[src/rtl/pc_pkg.sv]
// Shared definitions for the program-counter unit: next-PC source codes,
// the word step and the default reset vector.
package pc_pkg;

  localparam logic [1:0] PC_SEQ    = 2'b00;
  localparam logic [1:0] PC_BRANCH = 2'b01;
  localparam logic [1:0] PC_JUMP   = 2'b10;
  localparam logic [1:0] PC_JREG   = 2'b11;

  localparam int unsigned WORD_STEP = 4;

  localparam logic [31:0] DEFAULT_RESET_VECTOR = 32'h0000_0000;

  // A fetch target is misaligned when either byte-offset bit is set.
  function automatic logic word_misaligned(input logic [1:0] low_bits);
    return |low_bits;
  endfunction

endpackage

[src/rtl/return_stack.sv]
// Circular return-address stack with saturating count; a push when full
// overwrites the oldest entry, and a pop when empty leaves the state alone.
module return_stack #(
  parameter int WIDTH     = 32,
  parameter int RAS_DEPTH = 4
) (
  input  logic             clk,
  input  logic             reset,
  input  logic             en,
  input  logic             push,
  input  logic             pop,
  input  logic [WIDTH-1:0] push_data,
  output logic [WIDTH-1:0] top,
  output logic             empty,
  output logic             full
);

  localparam int PTR_W = $clog2(RAS_DEPTH);
  localparam int CNT_W = PTR_W + 1;
  localparam logic [CNT_W-1:0] DEPTH_C = CNT_W'(RAS_DEPTH);
  localparam logic [CNT_W-1:0] CNT_ZERO = {CNT_W{1'b0}};
  localparam logic [CNT_W-1:0] CNT_ONE  = {{(CNT_W-1){1'b0}}, 1'b1};
  localparam logic [PTR_W-1:0] PTR_ONE  = {{(PTR_W-1){1'b0}}, 1'b1};

  logic [WIDTH-1:0] mem_r [RAS_DEPTH];
  logic [PTR_W-1:0] top_r;
  logic [CNT_W-1:0] count_r;
  logic [PTR_W-1:0] above_s;
  logic             has_entry_s;

  assign above_s     = top_r + PTR_ONE;
  assign has_entry_s = (count_r != CNT_ZERO);

  // Stack storage, top pointer and occupancy count.
  always_ff @(posedge clk) begin
    if (reset) begin
      top_r   <= {PTR_W{1'b0}};
      count_r <= CNT_ZERO;
      for (int i = 0; i < RAS_DEPTH; i++) begin
        mem_r[i] <= {WIDTH{1'b0}};
      end
    end else if (en) begin
      // Call+return together swaps the top entry in place.
      if (push && pop && has_entry_s) begin
        mem_r[top_r] <= push_data;
      end else if (push) begin
        mem_r[above_s] <= push_data;
        top_r          <= above_s;
        if (count_r != DEPTH_C) begin
          count_r <= count_r + CNT_ONE;
        end
      end else if (pop && has_entry_s) begin
        top_r   <= top_r - PTR_ONE;
        count_r <= count_r - CNT_ONE;
      end
    end
  end

  assign top   = mem_r[top_r];
  assign empty = (count_r == CNT_ZERO);
  assign full  = (count_r == DEPTH_C);

endmodule

[src/rtl/pc_unit.sv]
// Program-counter unit: next-PC selection (sequential, branch, jump, register
// jump), stall hold, reset vector and return-address prediction for jr $ra.
module pc_unit
  import pc_pkg::*;
#(
  parameter int               WIDTH        = 32,
  parameter logic [WIDTH-1:0] RESET_VECTOR = WIDTH'(DEFAULT_RESET_VECTOR),
  parameter int               JUMP_BITS    = 26,
  parameter int               RAS_DEPTH    = 4
) (
  input  logic                 clk,
  input  logic                 reset,
  input  logic                 stall,
  input  logic [1:0]           mode,
  input  logic                 branch_taken,
  input  logic [15:0]          branch_offset,
  input  logic [JUMP_BITS-1:0] jump_index,
  input  logic [WIDTH-1:0]     reg_target,
  input  logic                 call,
  input  logic                 ret,
  output logic [WIDTH-1:0]     pc,
  output logic [WIDTH-1:0]     pc_plus4,
  output logic                 ras_empty,
  output logic                 ras_full,
  output logic                 misaligned
);

  logic [WIDTH-1:0] pc_r;
  logic             misaligned_r;
  logic [WIDTH-1:0] pc_plus4_s;
  logic [WIDTH-1:0] branch_disp_s;
  logic [WIDTH-1:0] jump_target_s;
  logic [WIDTH-1:0] ras_top_s;
  logic [WIDTH-1:0] next_raw_s;
  logic             push_s;
  logic             pop_s;

  assign pc_plus4_s    = pc_r + WIDTH'(WORD_STEP);
  assign branch_disp_s = {{(WIDTH-18){branch_offset[15]}}, branch_offset, 2'b00};
  assign jump_target_s = {pc_plus4_s[WIDTH-1:JUMP_BITS+2], jump_index, 2'b00};

  // Link/return requests are honoured only in the modes that can carry them.
  assign push_s = call && ((mode == PC_JUMP) || (mode == PC_JREG));
  assign pop_s  = ret && (mode == PC_JREG);

  return_stack #(
    .WIDTH     (WIDTH),
    .RAS_DEPTH (RAS_DEPTH)
  ) u_ras (
    .clk       (clk),
    .reset     (reset),
    .en        (~stall),
    .push      (push_s),
    .pop       (pop_s),
    .push_data (pc_plus4_s),
    .top       (ras_top_s),
    .empty     (ras_empty),
    .full      (ras_full)
  );

  // Next-PC source selection before alignment.
  always_comb begin
    next_raw_s = pc_plus4_s;
    case (mode)
      PC_SEQ: begin
        next_raw_s = pc_plus4_s;
      end
      PC_BRANCH: begin
        if (branch_taken) begin
          next_raw_s = pc_plus4_s + branch_disp_s;
        end else begin
          next_raw_s = pc_plus4_s;
        end
      end
      PC_JUMP: begin
        next_raw_s = jump_target_s;
      end
      PC_JREG: begin
        if (pop_s && !ras_empty) begin
          next_raw_s = ras_top_s;
        end else begin
          next_raw_s = reg_target;
        end
      end
      default: begin
        next_raw_s = pc_plus4_s;
      end
    endcase
  end

  // PC register and misalignment flag, frozen while stalled.
  always_ff @(posedge clk) begin
    if (reset) begin
      pc_r         <= RESET_VECTOR;
      misaligned_r <= 1'b0;
    end else if (!stall) begin
      pc_r         <= {next_raw_s[WIDTH-1:2], 2'b00};
      misaligned_r <= word_misaligned(next_raw_s[1:0]);
    end
  end

  assign pc         = pc_r;
  assign pc_plus4   = pc_plus4_s;
  assign misaligned = misaligned_r;

endmodule

[config.mk]
export PLATFORM = sky130hd
export DESIGN_NAME = pc_unit
export DESIGN_NICKNAME = d
export VERILOG_FILES = /design/src/rtl/pc_pkg.sv /design/src/rtl/return_stack.sv /design/src/rtl/pc_unit.sv
export SDC_FILE = /design/constraint.sdc
export NUM_CORES = 1
export LEC_CHECK = 0
export CELL_PAD_IN_SITES_DETAIL_PLACEMENT = 0
export CELL_PAD_IN_SITES_GLOBAL_PLACEMENT = 2
export CORE_MARGIN = 2
export CORE_UTILIZATION = 38
export DETAILED_ROUTE_END_ITERATION = 16
export PLACE_DENSITY = 0.85
export SLEW_MARGIN = 15
export SYNTH_ARGS = -nofsm -noshare
export SYNTH_HDL_FRONTEND = slang
export SYNTH_SLANG_ARGS = --single-unit
[constraint.sdc]
create_clock -name clk -period 7.2 [get_ports clk]
set_input_delay 1.08 -clock clk [delete_from_list [all_inputs] [get_ports clk]]
set_output_delay 1.08 -clock clk [all_outputs]
set_load 0.01 [all_outputs]
Yosys cells after proc, flatten, opt, wreduce, memory -nomap -nowiden --
Memories as Yosys holds them, arrays and structs flattened. A register that Yosys moved wholly into a read port is not among the register bits. Index checks and enable logic that the tools add are counted.
Operators by class: add/subtract/negate cells 6, equality and inequality tests 6, mux-type cells 27, bitwise gates (word level) 2, reduce and logical (&&, ||, !) cells 17
Operators by type and width (count):
- two-way mux 32 bit | 4
- case mux 32 bit (4 select lines) | 1
- OR reduction 32 bit | 2
- adder 32 x 3 -> 32 bit (second input constant) | 1
- adder 32 bit | 1
- two-way mux 1 bit | 13
- two-way mux 2 bit | 6
- two-way mux 3 bit | 3
- logical AND 1 bit | 6
- == test 2 bit (second input constant) | 2
- AND reduction 4 bit | 1
- adder 3 x 1 -> 3 bit (second input constant) | 1
- == test 3 bit (second input constant) | 1
- logical NOT 3 bit | 1
- inequality test 3 bit (second input constant) | 1
- AND reduction 3 bit | 1
- nonzero test 3 bit | 1
- subtractor 3 x 1 -> 3 bit (second input constant) | 1
- adder 2 x 1 -> 2 bit (second input constant) | 1
- == test 2 x 1 -> 1 bit (second input constant) | 1
- logical NOT 2 bit | 1
- inequality test 2 bit (second input constant) | 1
- NOT 1 bit | 2
- nonzero test 2 bit | 1
- 4 further kinds | 4
Word-level totals: register bits after elaboration 36, RAM bits 128, word-level logic and storage cells 63, memories 1
Memories:
- u_ras.mem_r | words 4, width 32, read ports 1, clocked after memory_dff 1, wr ports 4, RTL line return_stack.sv:25 | logic [WIDTH-1:0] mem_r [RAS_DEPTH];

Logic depth before layout (Yosys ltp) --
depth in word-level cells 12, gate-level depth with buffers 17

Hierarchy --
A second synthesis with hierarchy kept.
Second synthesis, totals: cells, all modules 1000, area, all modules 10129.7 um2
By module, submodules not included:
- return_stack | times used 1, cells each 405, area an instance 5871.9 um2, sequential area each 3983.8 um2
- pc_unit | times used 1, cells each 595, area an instance 4257.8 um2, sequential area each 620.6 um2

Worst setup path after synthesis --
No wires, ideal clock.
path kind register to register, start register pc_r[2], in the netlist pc[2], end register pc_r[30], in the netlist pc[30], arrival time 3685 ps, setup slack 3398 ps, stages on the path, launching flop included 16, cells stage by stage dfxtp_1 ha_1 nand3_1 nor2_1 nand3_1 xnor2_1 ha_1 and2_4 a221o_1 a21oi_1 and3_1 a211o_2 o31ai_4 a311o_1 o211a_1 a22o_1
Between the ends: cells in the longest elaborated chain, start to end 4
RTL lines:
- start: declaration | RTL line pc_unit.sv:28 | logic [WIDTH-1:0] pc_r;
- start signal: assignment | RTL line pc_unit.sv:97 | pc_r <= {next_raw_s[WIDTH-1:2], 2'b00};
- adder 32 x 3 -> 32 bit | RTL line pc_unit.sv:38 | assign pc_plus4_s = pc_r + WIDTH'(WORD_STEP);
- named net pc_plus4[12] | RTL line pc_unit.sv:22 | output logic [WIDTH-1:0] pc_plus4,
- adder 32 bit | RTL line pc_unit.sv:70 | next_raw_s = pc_plus4_s + branch_disp_s;
- two-way mux 32 bit | RTL line pc_unit.sv:69 | if (branch_taken) begin
- case mux 32 bit (4 select lines) | RTL line pc_unit.sv:64 | case (mode)
The timed path passes the listed nets, and every way through them passes these cells. A chain may end at the register's enable or synchronous reset.

Worst setup path after layout --
start register pc_r[2], in the netlist pc[2], end register pc_r[23], in the netlist pc[23]
Between the ends: cells in the longest elaborated chain, start to end 4
RTL lines (RTL line):
- adder 32 x 3 -> 32 bit (*) | pc_unit.sv:38
- adder 32 bit | pc_unit.sv:70
- two-way mux 32 bit | pc_unit.sv:69
- case mux 32 bit (4 select lines) (*) | pc_unit.sv:64
Mark *: on every way between the ends. The rest lies on a longest branch, timed or not.

==> impl_metrics.yaml <==
critical_path:
  reg2reg_depth: 15
  slowest_delay_ns: 0.63
  crit_slowest_cell: "dfxtp_1"
  cp.arrival_ns: 5.07
  crit_path_cell_trace: "ha_1 -> nand3_1 -> nor2_1 -> nand3_1 -> xnor2_1 -> ha_1 -> and2_4 -> a221o_1 -> a31oi_1 -> a21oi_1 -> o2111a_1 -> a311oi_1 -> mux2i_1 -> nand4_1 -> a221oi_1"
  timing_worst_setup_path_type: "reg -> reg"
  cp_max_fo: 10
  end_kind: "register"
  critPathRequiredTime_ns: 7.53
  start_kind: "register"
  r2r-end: "pc[23]"
  r2r_slack_ns: 2.46
  r2r_start: "pc[2]"
placed_design:
  postPlaceCellArea_mm2: 0.0113
  gp_congestion: 0.892
  portBuffers: 144
  dp_hpwl_um: 22600
sta:
  drv_slew: 0
  max_freq_mhz: 211
  tns_ns: 0
  finalCritPeriodShare: 0.659
  setup_viol: 0
  rsz0062_at_grt: "no"
  worst_pin_slew_ns: 1.05
  hold_viol_final: 0
  min_period_ns: 4.74
  skew_ns: 0.0191
  relSlewSlack: 0.294
floorplan:
  start_util: 0.385
  die_area_mm2: 0.0266
  io_pins: 149
  core_area_mm2: 0.0250
  die_w_um: 163
  placementRows: 58
  die_h_um: 163
power_and_ir_drop:
  powerDensity_mw_per_mm2: 209
  p_leak_uw: 0.00459
  peakVddDrop_mv: 0.123
  total_power_uw: 2490
grt:
  grt_pass1_wl_um: 45700
  grt_antenna_before_repair: 0
  grt_start_max_net_pins: 68
  use_met2: 0.374
  grt.overflow.total: 0
  grt_usage: 0.230
  grt.met3_usage: 0.0300
  grt_pass1_vias: 7587
  use_met1: 0.327
  top_usage_layer: "met2"
clock_tree:
  cts_buffers: 17
  cts_setup_buffers: 0
  postCtsResizedCells: 0
  cts.htree.levels: 4
  cts_root_buf: "clkbuf_16"
  holdBufCountCts: 0
  clk_latency_ns: 0.43
  cts_tree: "built"
  cts_sinks: 158
  cts_buffer_depth: 2
  clk_pin_slew_ns: 0.07
min_path:
  whs_endpoint: "misaligned"
  hold_path_class: "reg -> reg"
  worstHoldStart: "misaligned"
  hold_depth: 2
cells_and_area:
  area_growth_pct: 23.9
  num_antenna_cells: 0
  nFillCells: 2413
  post_route_cells_drive_above_1_share: 0.107
  finish.utilization: 0.477
  stdcell_area_mm2: 0.0119
  num-nets-final: 1190
routing:
  num_vias: 7673
  via_per_inst: 5.42
  wl_um: 30500
  first_pass_iters: 5
  antenna_left: 0
  drtIter0Drc: 647
  drcViolationCount: 0
  routedWlPerCell_um: 21.5
synth:
  netlist.area_leader.share: 0.374
  synth_area_mm2: 0.00963
  yosys.area.top_type: "edfxtp_1"
  synthCells: 944
  seq_area_frac_synth: 0.453
  synth_most_common_cell: "nor2_1"
  avgSynthCellArea_um2: 10.2
  ys_ff_latch: 158
  yosys_warnings: 0
  synthFlopType: "edfxtp_1"
  async_flop_share: 0
  ys_top_cells_by_area: "edfxtp_1, dfxtp_1, mux4_2, nor2_1, ha_1"
  synth-edff-count: 120
  ys_top_cells_by_count: "nor2_1, edfxtp_1, nand2_1"
  ys_types: 81
flow_run:
  drv_cap: 0
run_status:
  outcome: "finished clean"
-- cells in the final DEF (no fill, tap or decap), drive strengths merged, types with 5 or more instances in the layout --
| cell type | n |
|---|---|
| clkdlybuf4s50 | 142 |
| nor2 | 124 |
| edfxtp | 120 |
| nand2 | 98 |
| a21oi | 62 |
| inv | 61 |
| dfxtp | 38 |
| ha | 34 |
| o21ai | 34 |
| nor3 | 32 |
| xnor2 | 32 |
| mux4 | 30 |
| nand3 | 26 |
| xor2 | 25 |
| mux2i | 20 |
| buf | 20 |
| a221oi | 19 |
| nor2b | 19 |
| clkbuf | 17 |
| a211oi | 11 |
| and3 | 10 |
| nand2b | 9 |
| a21o | 9 |
| nand4 | 8 |
| clkinv | 7 |
| and2 | 6 |
| o211ai | 5 |
-- area by class of cell --
class                   instances  area, um2  share of cell area
well taps                     330        413              0.0346
multi-input cells             679       4790               0.402
repair buffers                162       1570               0.131
inverters                      54        203              0.0170
clock buffers                  17        425              0.0357
clock inverters                15        166              0.0139
flip-flops and latches        158       4370               0.366
-- power by group --
part | internal [uW] | total (uW) | leakage (uW) | switching, uW
clock network | 467 | 913 | 0.000287 | 446
registers | 1020 | 1060 | 0.00156 | 35.0
logic | 237 | 520 | 0.00274 | 283
-- metal layers --
layer  routed length [um]  part of all wire  vias to the layer above
met5                    0                 0                        -
met4                  482             0.016                        0
met2                14500              0.47                      182
li1                     -                 -                     3663
met3                 1350             0.044                       27
met1                14200              0.47                     3801
-- sequential cells by signal, indices dropped and copies added (netlist names), named ones only --
register and flops:
misaligned 1, pc 30, u_ras.count_r 3, u_ras.mem_r 120
u_ras.top_r 2
-- through the flow --
| step | worst slack (ns) | hold slack (ns) | std cells |
|---|---|---|---|
| 5_1_grt | 2.11 | 0.550 | 1415 |
| 3_3_place_gp | 2.34 | 0.477 | 1383 |
| 6_report | 2.46 | 0.502 | 1415 |
| 4_1_cts | 2.46 | 0.508 | 1415 |
| 3_5_place_dp | 2.29 | 0.491 | 1383 |
| 2_1_floorplan | 3.40 | 0.494 | 947 |
-- worst max-delay path by stage --
| stage | from | endpoint | slack, ns | depth (start not counted) |
|---|---|---|---|---|
| final | pc[2] | pc[23] | 2.46 | 15 |
| after global placement | mode[1] | u_ras.mem_r[2][16] | 2.34 | 7 |
| after CTS | pc[2] | pc[23] | 2.46 | 15 |
| after detailed placement | mode[1] | u_ras.mem_r[2][14] | 2.29 | 7 |
| after global routing | pc[2] | pc[23] | 2.11 | 15 |
| after floorplan | pc[2] | pc[30] | 3.40 | 15 |
-- cell families (layout without fill, tap and decap cells) --
logic type                 Yosys count  in the layout  synth area share
DFF                                158            158             0.453
other                                1              4          0.000389
buffers and inverters              110            248            0.0527
muxes                               51             51            0.0921
AOI/OAI and AO/OA                  181            181             0.127
xor gates and xnor gates            57             57            0.0542
and+or+nand+nor                    350            350             0.173
adders and majority gates           36             36            0.0483
-- critical path: cells and delay by family, from the launching register on --
| kind | cells | cell delay (ns) |
|---|---|---|
| DFF | 1 | 0.63 |
| adders and majority gates | 2 | 0.66 |
| and+or+nand+nor | 5 | 0.98 |
| AOI/OAI and AO/OA | 6 | 1.61 |
| muxes | 1 | 0.23 |
| xor gates and xnor gates | 1 | 0.53 |
(Power assumes the default switching activity.)
